File: src/rtl/router_pkt_tx_pkg.sv
// Shared router TX definitions: state encodings, header field layout and
// the parity helper used by the packet transmitter.
package router_pkt_tx_pkg;

  typedef enum logic [2:0] {
    TX_IDLE     = 3'd0,
    TX_LOAD     = 3'd1,
    TX_HDR      = 3'd2,
    TX_PAYLOAD  = 3'd3,
    TX_PARITY   = 3'd4,
    TX_WAIT_ERR = 3'd5
  } tx_state_t;

  localparam int HDR_LEN_MSB  = 7;
  localparam int HDR_LEN_LSB  = 2;
  localparam int HDR_ADDR_MSB = 1;
  localparam int HDR_ADDR_LSB = 0;

  localparam logic [1:0] ADDR_ILLEGAL = 2'b11;
  localparam int         MAX_LEN      = 63;
  localparam int         BUF_DEPTH    = MAX_LEN + 1;

  function automatic logic [7:0] make_header(input logic [1:0] addr, input logic [5:0] len);
    logic [7:0] h;
    h = 8'd0;
    h[HDR_LEN_MSB:HDR_LEN_LSB]   = len;
    h[HDR_ADDR_MSB:HDR_ADDR_LSB] = addr;
    return h;
  endfunction

  function automatic logic [7:0] parity_step(input logic [7:0] acc, input logic [7:0] b);
    return acc ^ b;
  endfunction

endpackage

File: src/rtl/router_tx_buf.sv
// Payload staging buffer: synchronous write, combinational read.
module router_tx_buf
  import router_pkt_tx_pkg::*;
(
  input  logic       clk,
  input  logic       we,
  input  logic [5:0] waddr,
  input  logic [7:0] wdata,
  input  logic [5:0] raddr,
  output logic [7:0] rdata
);

  logic [7:0] mem_r [BUF_DEPTH];

  // Contents are not reset; they are always rewritten before being sent.
  always_ff @(posedge clk) begin
    if (we) begin
      mem_r[waddr] <= wdata;
    end
  end

  assign rdata = mem_r[raddr];

endmodule

File: src/rtl/router_pkt_tx.sv
// Router source port: collects a payload, then sends header/payload/parity
// under busy back-pressure and reports the router err flag per packet.
module router_pkt_tx
  import router_pkt_tx_pkg::*;
#(
  parameter int unsigned ERR_WAIT = 3
) (
  input  logic       clk,
  input  logic       resetn,
  input  logic       start,
  input  logic [1:0] req_addr,
  input  logic [5:0] req_len,
  output logic       start_ready,
  input  logic [7:0] pl_data,
  input  logic       pl_valid,
  output logic       pl_ready,
  input  logic       busy,
  input  logic       err,
  output logic [7:0] data_out,
  output logic       pkt_valid,
  output logic       done,
  output logic       pkt_err,
  output logic       bad_cmd
);

  localparam logic [3:0] WAIT_LAST = 4'(ERR_WAIT - 1);

  tx_state_t  state_r, state_s;
  logic [1:0] addr_r, addr_s;
  logic [5:0] len_r, len_s;
  logic [5:0] cnt_r, cnt_s;
  logic [7:0] par_r, par_s;
  logic [3:0] wcnt_r, wcnt_s;
  logic [7:0] data_out_r, data_out_s;
  logic       pkt_valid_r, pkt_valid_s;
  logic       done_r, done_s;
  logic       pkt_err_r, pkt_err_s;
  logic       bad_cmd_r, bad_cmd_s;
  logic       we_s;
  logic [5:0] raddr_s;
  logic [7:0] rdata_s;
  logic [7:0] hdr_s;

  router_tx_buf u_buf (
    .clk   (clk),
    .we    (we_s),
    .waddr (cnt_r),
    .wdata (pl_data),
    .raddr (raddr_s),
    .rdata (rdata_s)
  );

  assign hdr_s       = make_header(addr_r, len_r);
  assign start_ready = (state_r == TX_IDLE);
  assign pl_ready    = (state_r == TX_LOAD);

  // Next-state and next-register values for the whole transmitter.
  always_comb begin
    state_s     = state_r;
    addr_s      = addr_r;
    len_s       = len_r;
    cnt_s       = cnt_r;
    par_s       = par_r;
    wcnt_s      = wcnt_r;
    data_out_s  = data_out_r;
    pkt_valid_s = pkt_valid_r;
    done_s      = 1'b0;
    bad_cmd_s   = 1'b0;
    we_s        = 1'b0;
    raddr_s     = 6'd0;
    if (done_r) begin
      pkt_err_s = 1'b0;
    end else begin
      pkt_err_s = pkt_err_r;
    end

    case (state_r)
      TX_IDLE: begin
        if (start) begin
          addr_s = req_addr;
          len_s  = req_len;
          if ((req_addr == ADDR_ILLEGAL) || (req_len == 6'd0)) begin
            bad_cmd_s = 1'b1;
          end else begin
            par_s   = make_header(req_addr, req_len);
            cnt_s   = 6'd0;
            state_s = TX_LOAD;
          end
        end else begin
          state_s = TX_IDLE;
        end
      end
      TX_LOAD: begin
        if (pl_valid) begin
          we_s  = 1'b1;
          par_s = parity_step(par_r, pl_data);
          cnt_s = cnt_r + 6'd1;
          if (cnt_r == (len_r - 6'd1)) begin
            state_s     = TX_HDR;
            data_out_s  = hdr_s;
            pkt_valid_s = 1'b1;
          end else begin
            state_s = TX_LOAD;
          end
        end else begin
          state_s = TX_LOAD;
        end
      end
      TX_HDR: begin
        raddr_s = 6'd0;
        if (!busy) begin
          state_s    = TX_PAYLOAD;
          cnt_s      = 6'd0;
          data_out_s = rdata_s;
        end else begin
          state_s = TX_HDR;
        end
      end
      TX_PAYLOAD: begin
        // Look ahead one entry so the next byte is ready on the consuming edge.
        raddr_s = cnt_r + 6'd1;
        if (!busy) begin
          if (cnt_r == (len_r - 6'd1)) begin
            state_s     = TX_PARITY;
            data_out_s  = par_r;
            pkt_valid_s = 1'b0;
          end else begin
            cnt_s      = cnt_r + 6'd1;
            data_out_s = rdata_s;
          end
        end else begin
          state_s = TX_PAYLOAD;
        end
      end
      TX_PARITY: begin
        if (!busy) begin
          state_s    = TX_WAIT_ERR;
          wcnt_s     = 4'd0;
          data_out_s = 8'd0;
        end else begin
          state_s = TX_PARITY;
        end
      end
      TX_WAIT_ERR: begin
        pkt_err_s = pkt_err_r | err;
        wcnt_s    = wcnt_r + 4'd1;
        if (wcnt_r == WAIT_LAST) begin
          done_s  = 1'b1;
          state_s = TX_IDLE;
        end else begin
          state_s = TX_WAIT_ERR;
        end
      end
      default: begin
        state_s     = TX_IDLE;
        data_out_s  = 8'd0;
        pkt_valid_s = 1'b0;
      end
    endcase
  end

  // State and datapath registers; reset abandons any packet in flight.
  always_ff @(posedge clk or negedge resetn) begin
    if (!resetn) begin
      state_r     <= TX_IDLE;
      addr_r      <= 2'd0;
      len_r       <= 6'd0;
      cnt_r       <= 6'd0;
      par_r       <= 8'd0;
      wcnt_r      <= 4'd0;
      data_out_r  <= 8'd0;
      pkt_valid_r <= 1'b0;
      done_r      <= 1'b0;
      pkt_err_r   <= 1'b0;
      bad_cmd_r   <= 1'b0;
    end else begin
      state_r     <= state_s;
      addr_r      <= addr_s;
      len_r       <= len_s;
      cnt_r       <= cnt_s;
      par_r       <= par_s;
      wcnt_r      <= wcnt_s;
      data_out_r  <= data_out_s;
      pkt_valid_r <= pkt_valid_s;
      done_r      <= done_s;
      pkt_err_r   <= pkt_err_s;
      bad_cmd_r   <= bad_cmd_s;
    end
  end

  assign data_out  = data_out_r;
  assign pkt_valid = pkt_valid_r;
  assign done      = done_r;
  assign pkt_err   = pkt_err_r;
  assign bad_cmd   = bad_cmd_r;

endmodule
File: config.mk
export PLATFORM = sky130hd
export DESIGN_NAME = router_pkt_tx
export DESIGN_NICKNAME = d
export VERILOG_FILES = /design/src/rtl/router_pkt_tx_pkg.sv /design/src/rtl/router_tx_buf.sv /design/src/rtl/router_pkt_tx.sv
export SDC_FILE = /design/constraint.sdc
export NUM_CORES = 1
export LEC_CHECK = 0
export ABC_AREA = 1
export ABC_CLOCK_PERIOD_IN_PS = 4500
export CORE_ASPECT_RATIO = 1.5
export CORE_UTILIZATION = 50
export DETAILED_ROUTE_END_ITERATION = 12
export GPL_TIMING_DRIVEN = 1
export PLACE_DENSITY = 0.75
export SLEW_MARGIN = 20
export SYNTH_ARGS = -nofsm -noshare
export SYNTH_HDL_FRONTEND = slang
export SYNTH_SLANG_ARGS = --single-unit
File: constraint.sdc
create_clock -name clk -period 4.5 [get_ports clk]
set_input_delay 0.9 -clock clk [delete_from_list [all_inputs] [get_ports clk]]
set_output_delay 0.9 -clock clk [all_outputs]
set_load 0.005 [all_outputs]
[After elaboration in Yosys (flattened, before gate mapping)]
Memory sizes are Yosys's and may differ from the RTL's.
Index checks and enable logic that the tools add are counted.
Operators by class
  $add $sub $neg: 3
  equality and inequality tests: 19
  muxes and demuxes: 47
  bitwise logic cells: 4
  reductions and logical operators: 16
Operators by type and width (count)
  8-bit two-way mux: 9
  6-bit two-way mux: 7
  8-bit one-hot mux with 5 select lines: 1
  6-bit one-hot mux with 4 select lines: 1
  3-bit two-way mux: 6
  3-bit one-hot mux with 6 select lines: 1
  1-bit two-way mux: 17
  2-bit != test (second input constant): 8
  8-bit one-hot mux with 2 select lines: 1
  4-bit one-hot mux with 2 select lines: 1
  8-bit bitwise XOR: 1
  7-bit AND reduction: 1
  6-bit by 1-bit adder with 6-bit output (second input constant): 1
  3-bit by 2-bit equality test with 1-bit output (second input constant): 2
  3-bit equality test (second input constant): 2
  6-bit equality test: 1
  6-bit logical NOT: 1
  3-bit != test (second input constant): 2
  2-bit AND reduction: 3
  6-bit AND reduction: 1
  2-bit nonzero test: 3
  6-bit by 1-bit subtractor with 6-bit output (second input constant): 1
  5-bit AND reduction: 1
  4-bit by 1-bit adder with 4-bit output (second input constant): 1
  15 further kinds: 16
Word-level totals
  bits in registers: 41
  RAM bits: 512
  input port bits: 22
  output and inout bits: 14
  word-level logic and storage cells: 101
  memories: 1
Memories
  u_buf.mem_r: words 64, bits a word 8, read ports 1, clocked after memory_dff 0, wr ports 1, line router_tx_buf.sv:13  | logic [7:0] mem_r [BUF_DEPTH];

[Longest topological paths before layout]
An unclocked memory read counts as a cell.
  depth in word-level cells: 6
  mapped depth: 15
  depth with buffers taken out: 14

[Cells and area by module]
From an unflattened synthesis, not the netlist that was laid out.
Second synthesis, totals
  cells, all modules: 2174
  area, all modules: 23864.1 um^2
Modules (own cells, without submodules)
  router_tx_buf: times used 1, cells each 1797, area an instance 21179.1 um^2
  router_pkt_tx: times used 1, cells each 377, area an instance 2685.1 um^2

[Worst setup path after synthesis]
No wires, ideal clock.
  path kind: input to register
  start point: input port pl_valid
  end point: memory u_buf.mem_r[10][0], enable pin
  data arrival time: 1.909 ns
  setup slack: 2.220 ns
  stages on the path: 6
  cell sequence: inv_1 > nor2_1 > inv_2 > nor2_1 > nand3_1 > nor2_1
On the way
  longest elaborated chain between the ends: 4
RTL lines
  from (decl): line router_pkt_tx.sv:15  | input logic pl_valid,
  1-bit two-way mux: line router_pkt_tx.sv:94  | if (pl_valid) begin
  1-bit two-way mux: line router_pkt_tx.sv:77  | case (state_r)
  1-bit two-way mux: line router_tx_buf.sv:17  | if (we) begin
  1-bit two-way mux (not written as such): line router_tx_buf.sv:18  | mem_r[waddr] <= wdata;
  to (decl): line router_tx_buf.sv:13
Every way passes these cells.

[Final worst setup path]
  start point: register state_r[1]
  end point: register data_out_r[2], in the netlist data_out[2]
On the way
  longest elaborated chain between the ends: 6
  elaborated cells on any way between the ends: 20
  those cells by class: eq/ne: 10; mux: 5; bitwise: 1; reduce/logical: 3; memory: 1
RTL lines
  from (decl): line router_pkt_tx.sv:28  | tx_state_t state_r, state_s;
  from (signal assigned): line router_pkt_tx.sv:177  | state_r <= state_s;
  3-bit by 2-bit equality test with 1-bit output: line router_pkt_tx.sv:77
  6-bit two-way mux: line router_pkt_tx.sv:77
  memory read 64 x 8 bit
  8-bit two-way mux: line router_pkt_tx.sv:123  | if (cnt_r == (len_r - 6'd1)) begin
  8-bit two-way mux: line router_pkt_tx.sv:122  | if (!busy) begin
  8-bit one-hot mux with 5 select lines: line router_pkt_tx.sv:77
  to (signal assigned): line router_pkt_tx.sv:183  | data_out_r <= data_out_s;
  to (decl): line router_pkt_tx.sv:34  | logic [7:0] data_out_r, data_out_s;
Parallel ways exist; a longest one is shown, timed or not. The select of a mux whose other input is x is not followed.
A chain may end at the register's enable or synchronous reset.

==> results.toml <==
[synth]
synth_nets = 2144
yosysWarnings = 0
ys_seq_area_share_pct = 69.75
synthSimpleGateAreaFrac_pct = 23.36
synth_fa_ha_area_share_pct = 0.2128
synthMuxAreaShare_pct = 0.04789
synth-edff-count = 512
synth_compound_area_share_pct = 2.506
netlist_area_um2 = 23520
synth-xor-area-share_pct = 0.2607
synth_cells = 2118
synth_top_family_by_area = "simple AND/OR/NAND/NOR gates"
ys_async_sr_fraction_pct = 7.414
syn_area_per_cell_um2 = 11.10
synthFlopType = "edfxtp_1"
synth.distinct_cells = 40
synth_seq_cells = 553

[critical_path]
crit_type = "reg2reg"
worst_path_max_delay_cell = "nor2_4"
critical_path.max_stage_delay_ps = 650
critPathLaunchType = "flip-flop"
reg2reg_from = "state_r[1]$_DFFE_PN0P_"
cp.required_ps = 4970
timing.rr.end = "data_out[2]$_DFFE_PN0P_"
reg2reg_depth = 14
end_kind = "flip-flop"
path_max_fanout = 72
cpMostUsedCell = "nand3_1"
reg2reg_slack_ps = 770
cp_cell_sequence = "nand2_1 -> nor2_4 -> nand2_4 -> buf_4 -> nand2_1 -> nand3_1 -> nand3_1 -> nand3_1 -> nand3_1 -> nand3_1 -> nand3_1 -> nand2_1 -> nand2_1 -> nand2_1"
cp.arrival_ps = 4200

[place]
numPortBuffers = 35
place_hpwl_um = 40220
place_congestion = 0.9726

[route]
vias = 16920
wl_per_cell_um = 23.73
ant_nets = 0
vias_per_cell = 6.146
drc = 0
dr.pass1.iters = 7
drt_iter0_drc = 2111
wl_um = 65320

[power_and_ir_drop]
powerDensity_nw_per_um2 = 540.9
sequentialPowerShare_pct = 42.8
switchingPower_mw = 4.823
p_int_mw = 9.216
power_frac_comb_pct = 27.3
switching_share_pct = 34.36
p_clk_share_pct = 29.9
ir_worst_vdd_uv = 530.7
p_leak_nw = 9.538

[global_routing]
grt_max_degree = 95
antenna_found_initial = 0
grt_pass1_wl_um = 98090
grt.total_usage_pct = 27.89
grt_overflow = 0
grt_pass1_vias = 16590

[floorplanning]
pin_count = 36
row_count = 97
die_h_um = 267.6
initial_core_util_pct = 50.46
die_area_um2 = 47920
core_area_um2 = 46600
dieWidth_um = 179.1

[sta]
rsz0062_at_grt = "false"
final_max_slew_viol_count = 0
worst_slew_pin_slew_ps = 1108
hold_viol = 0
setup_viol = 0
post-route-min-period_ps = 3734
relSlewSlack_pct = 26.13
timing.final.crit_share_pct = 82.97
fmax_ghz = 0.2678
whs_ps = 285.2
setup_tns_ps = 0
skew_ps = 12.01

[clock_tree]
ctsResizeCount = 0
path_clk_slew_ps = 70
cts_buffer_depth = 3
cts_tree = "built"
clk_latency_ps = 590
cts_buffers = 48
cts_hold_buffers = 0
cts_root_buffer = "clkbuf_16"
post_cts_buffers = 0
htreeDepth = 2
cts.sinks = 553

[worst_hold_path]
hold_path.class = "in2async"

[finish]
drive_above_1_share_pct = 6.997
seqCellArea_um2 = 16400
multi_input_area_um2 = 6225
fillCellCount = 3793
area_growth_pct = 10.37
final_nets = 2144

[run]
cap_violations = 0

[status]
status = "completed"
[cell usage in the layout (no fill, tap or decap), types with 4 or more instances in the layout]
master           synthesis  final
nor3b_1                  6      6
clkbuf_1                30     11
a22oi_1                  8      8
nor2_1                 170    170
buf_4                    9     34
clkdlybuf4s50_1          0     26
nand3_1                588    588
nand2_1                451    449
clkbuf_16                0     51
o21ai_0                 21     21
edfxtp_1               512    512
inv_1                   72     72
buf_2                   74      8
buf_12                   0      5
dfrtp_1                 41     41
nor3_1                   4      4
nor2_4                   3      4
clkinv_1                 1      7
bufinv_16                0      4
clkinv_2                 0     11
ha_1                     4      4
xor2_1                   4      4
a21oi_1                 70     70
inv_2                    8      8
[worst max-delay path, delay by kind of cell (launching register included)]
family,cells,cell delay (ps)
flip-flops,1,410
buffers and inverters,1,550
AND/OR/NAND/NOR,13,2610
[cell usage after synthesis (all sizes together), types with 3 or more instances]
cell type | count | share of area, %
nand2 | 454 | 7.3
buf | 94 | 2.1
edfxtp | 512 | 65
a22oi | 8 | 0.26
ha | 4 | 0.21
nor3b | 6 | 0.19
clkbuf | 30 | 0.48
nand3 | 589 | 13
inv | 81 | 1.3
or2 | 4 | 0.11
xor2 | 4 | 0.15
xnor2 | 3 | 0.11
a21oi | 72 | 1.6
o21ai | 22 | 0.47
dfrtp | 41 | 4.4
nor3 | 5 | 0.13
nor2 | 177 | 3.0
[power groups by stage]
stage	clock [mW]	sequential [mW]	combinational, mW
floorplan	0	6.06	2.55
detailed placement	0	6.11	3.72
finish	4.20	6.00	3.84
CTS	4.21	6.00	3.75
global placement	0	6.10	3.66
global route	4.40	6.02	4.15
[per-layer routing]
metal	track usage (%)	routed length (um)
met1	32.59	22240
met2	46.96	32650
met3	3.932	5417
met4	19.63	5012
met5	0	0
[final cells by class]
class	count	share of cell area, %
antenna	1	0.009642
sequential	553	63.19
clock inverter	28	1.027
timing repair buffer	74	2.632
tap	594	2.864
multi-input combinational	1359	23.98
inverter	82	1.215
clock buffer	62	5.076
[how the worst max path moves through the flow]
| stage | from | to | slack [ps] |
|---|---|---|---|
| 6_report | state_r[1]$_DFFE_PN0P_ | data_out[2]$_DFFE_PN0P_ | 770 |
| 5_1_grt | state_r[1]$_DFFE_PN0P_ | data_out[2]$_DFFE_PN0P_ | 550 |
| 4_1_cts | state_r[1]$_DFFE_PN0P_ | data_out[2]$_DFFE_PN0P_ | 910 |
| 3_5_place_dp | pl_valid | u_buf.mem_r[13][7]$_DFFE_PP_ | 810 |
| 3_3_place_gp | state_r[1]$_DFFE_PN0P_ | data_out[4]$_DFFE_PN0P_ | 950 |
| 2_1_floorplan | pl_valid | u_buf.mem_r[10][0]$_DFFE_PP_ | 2220 |
[registers in the layout (all words and copies together), names as in the netlist, 2 cells and up]
register and count:
u_buf.mem_r 512, cnt_r 6, wcnt_r 4, addr_r 2, len_r 6, state_r 3, par_r 8, data_out 8
[cells by family after synthesis]
kind of cell	after synthesis
adder cells (fa/ha/maj)	4
AND/OR/NAND/NOR	1239
multiplexers	1
AO/OA/AOI/OAI	108
XOR/XNOR	7
flip-flops	553
buffers and inverters	206
[metrics by stage]
step	total power, mW	instance area, um^2	utilization [%]	std cells	worst slack (ps)
final	14.04	25950	55.69	2753	766.5
after global routing	14.57	25950	55.68	2752	545.7
after CTS	13.96	25920	55.62	2751	906.2
after detailed placement	9.832	24340	52.23	2661	813.5
after global placement	9.769	24340	52.23	2661	951.9
after floorplan	8.611	23520	-	2118	2220
Power figures use the tool's default switching activity.
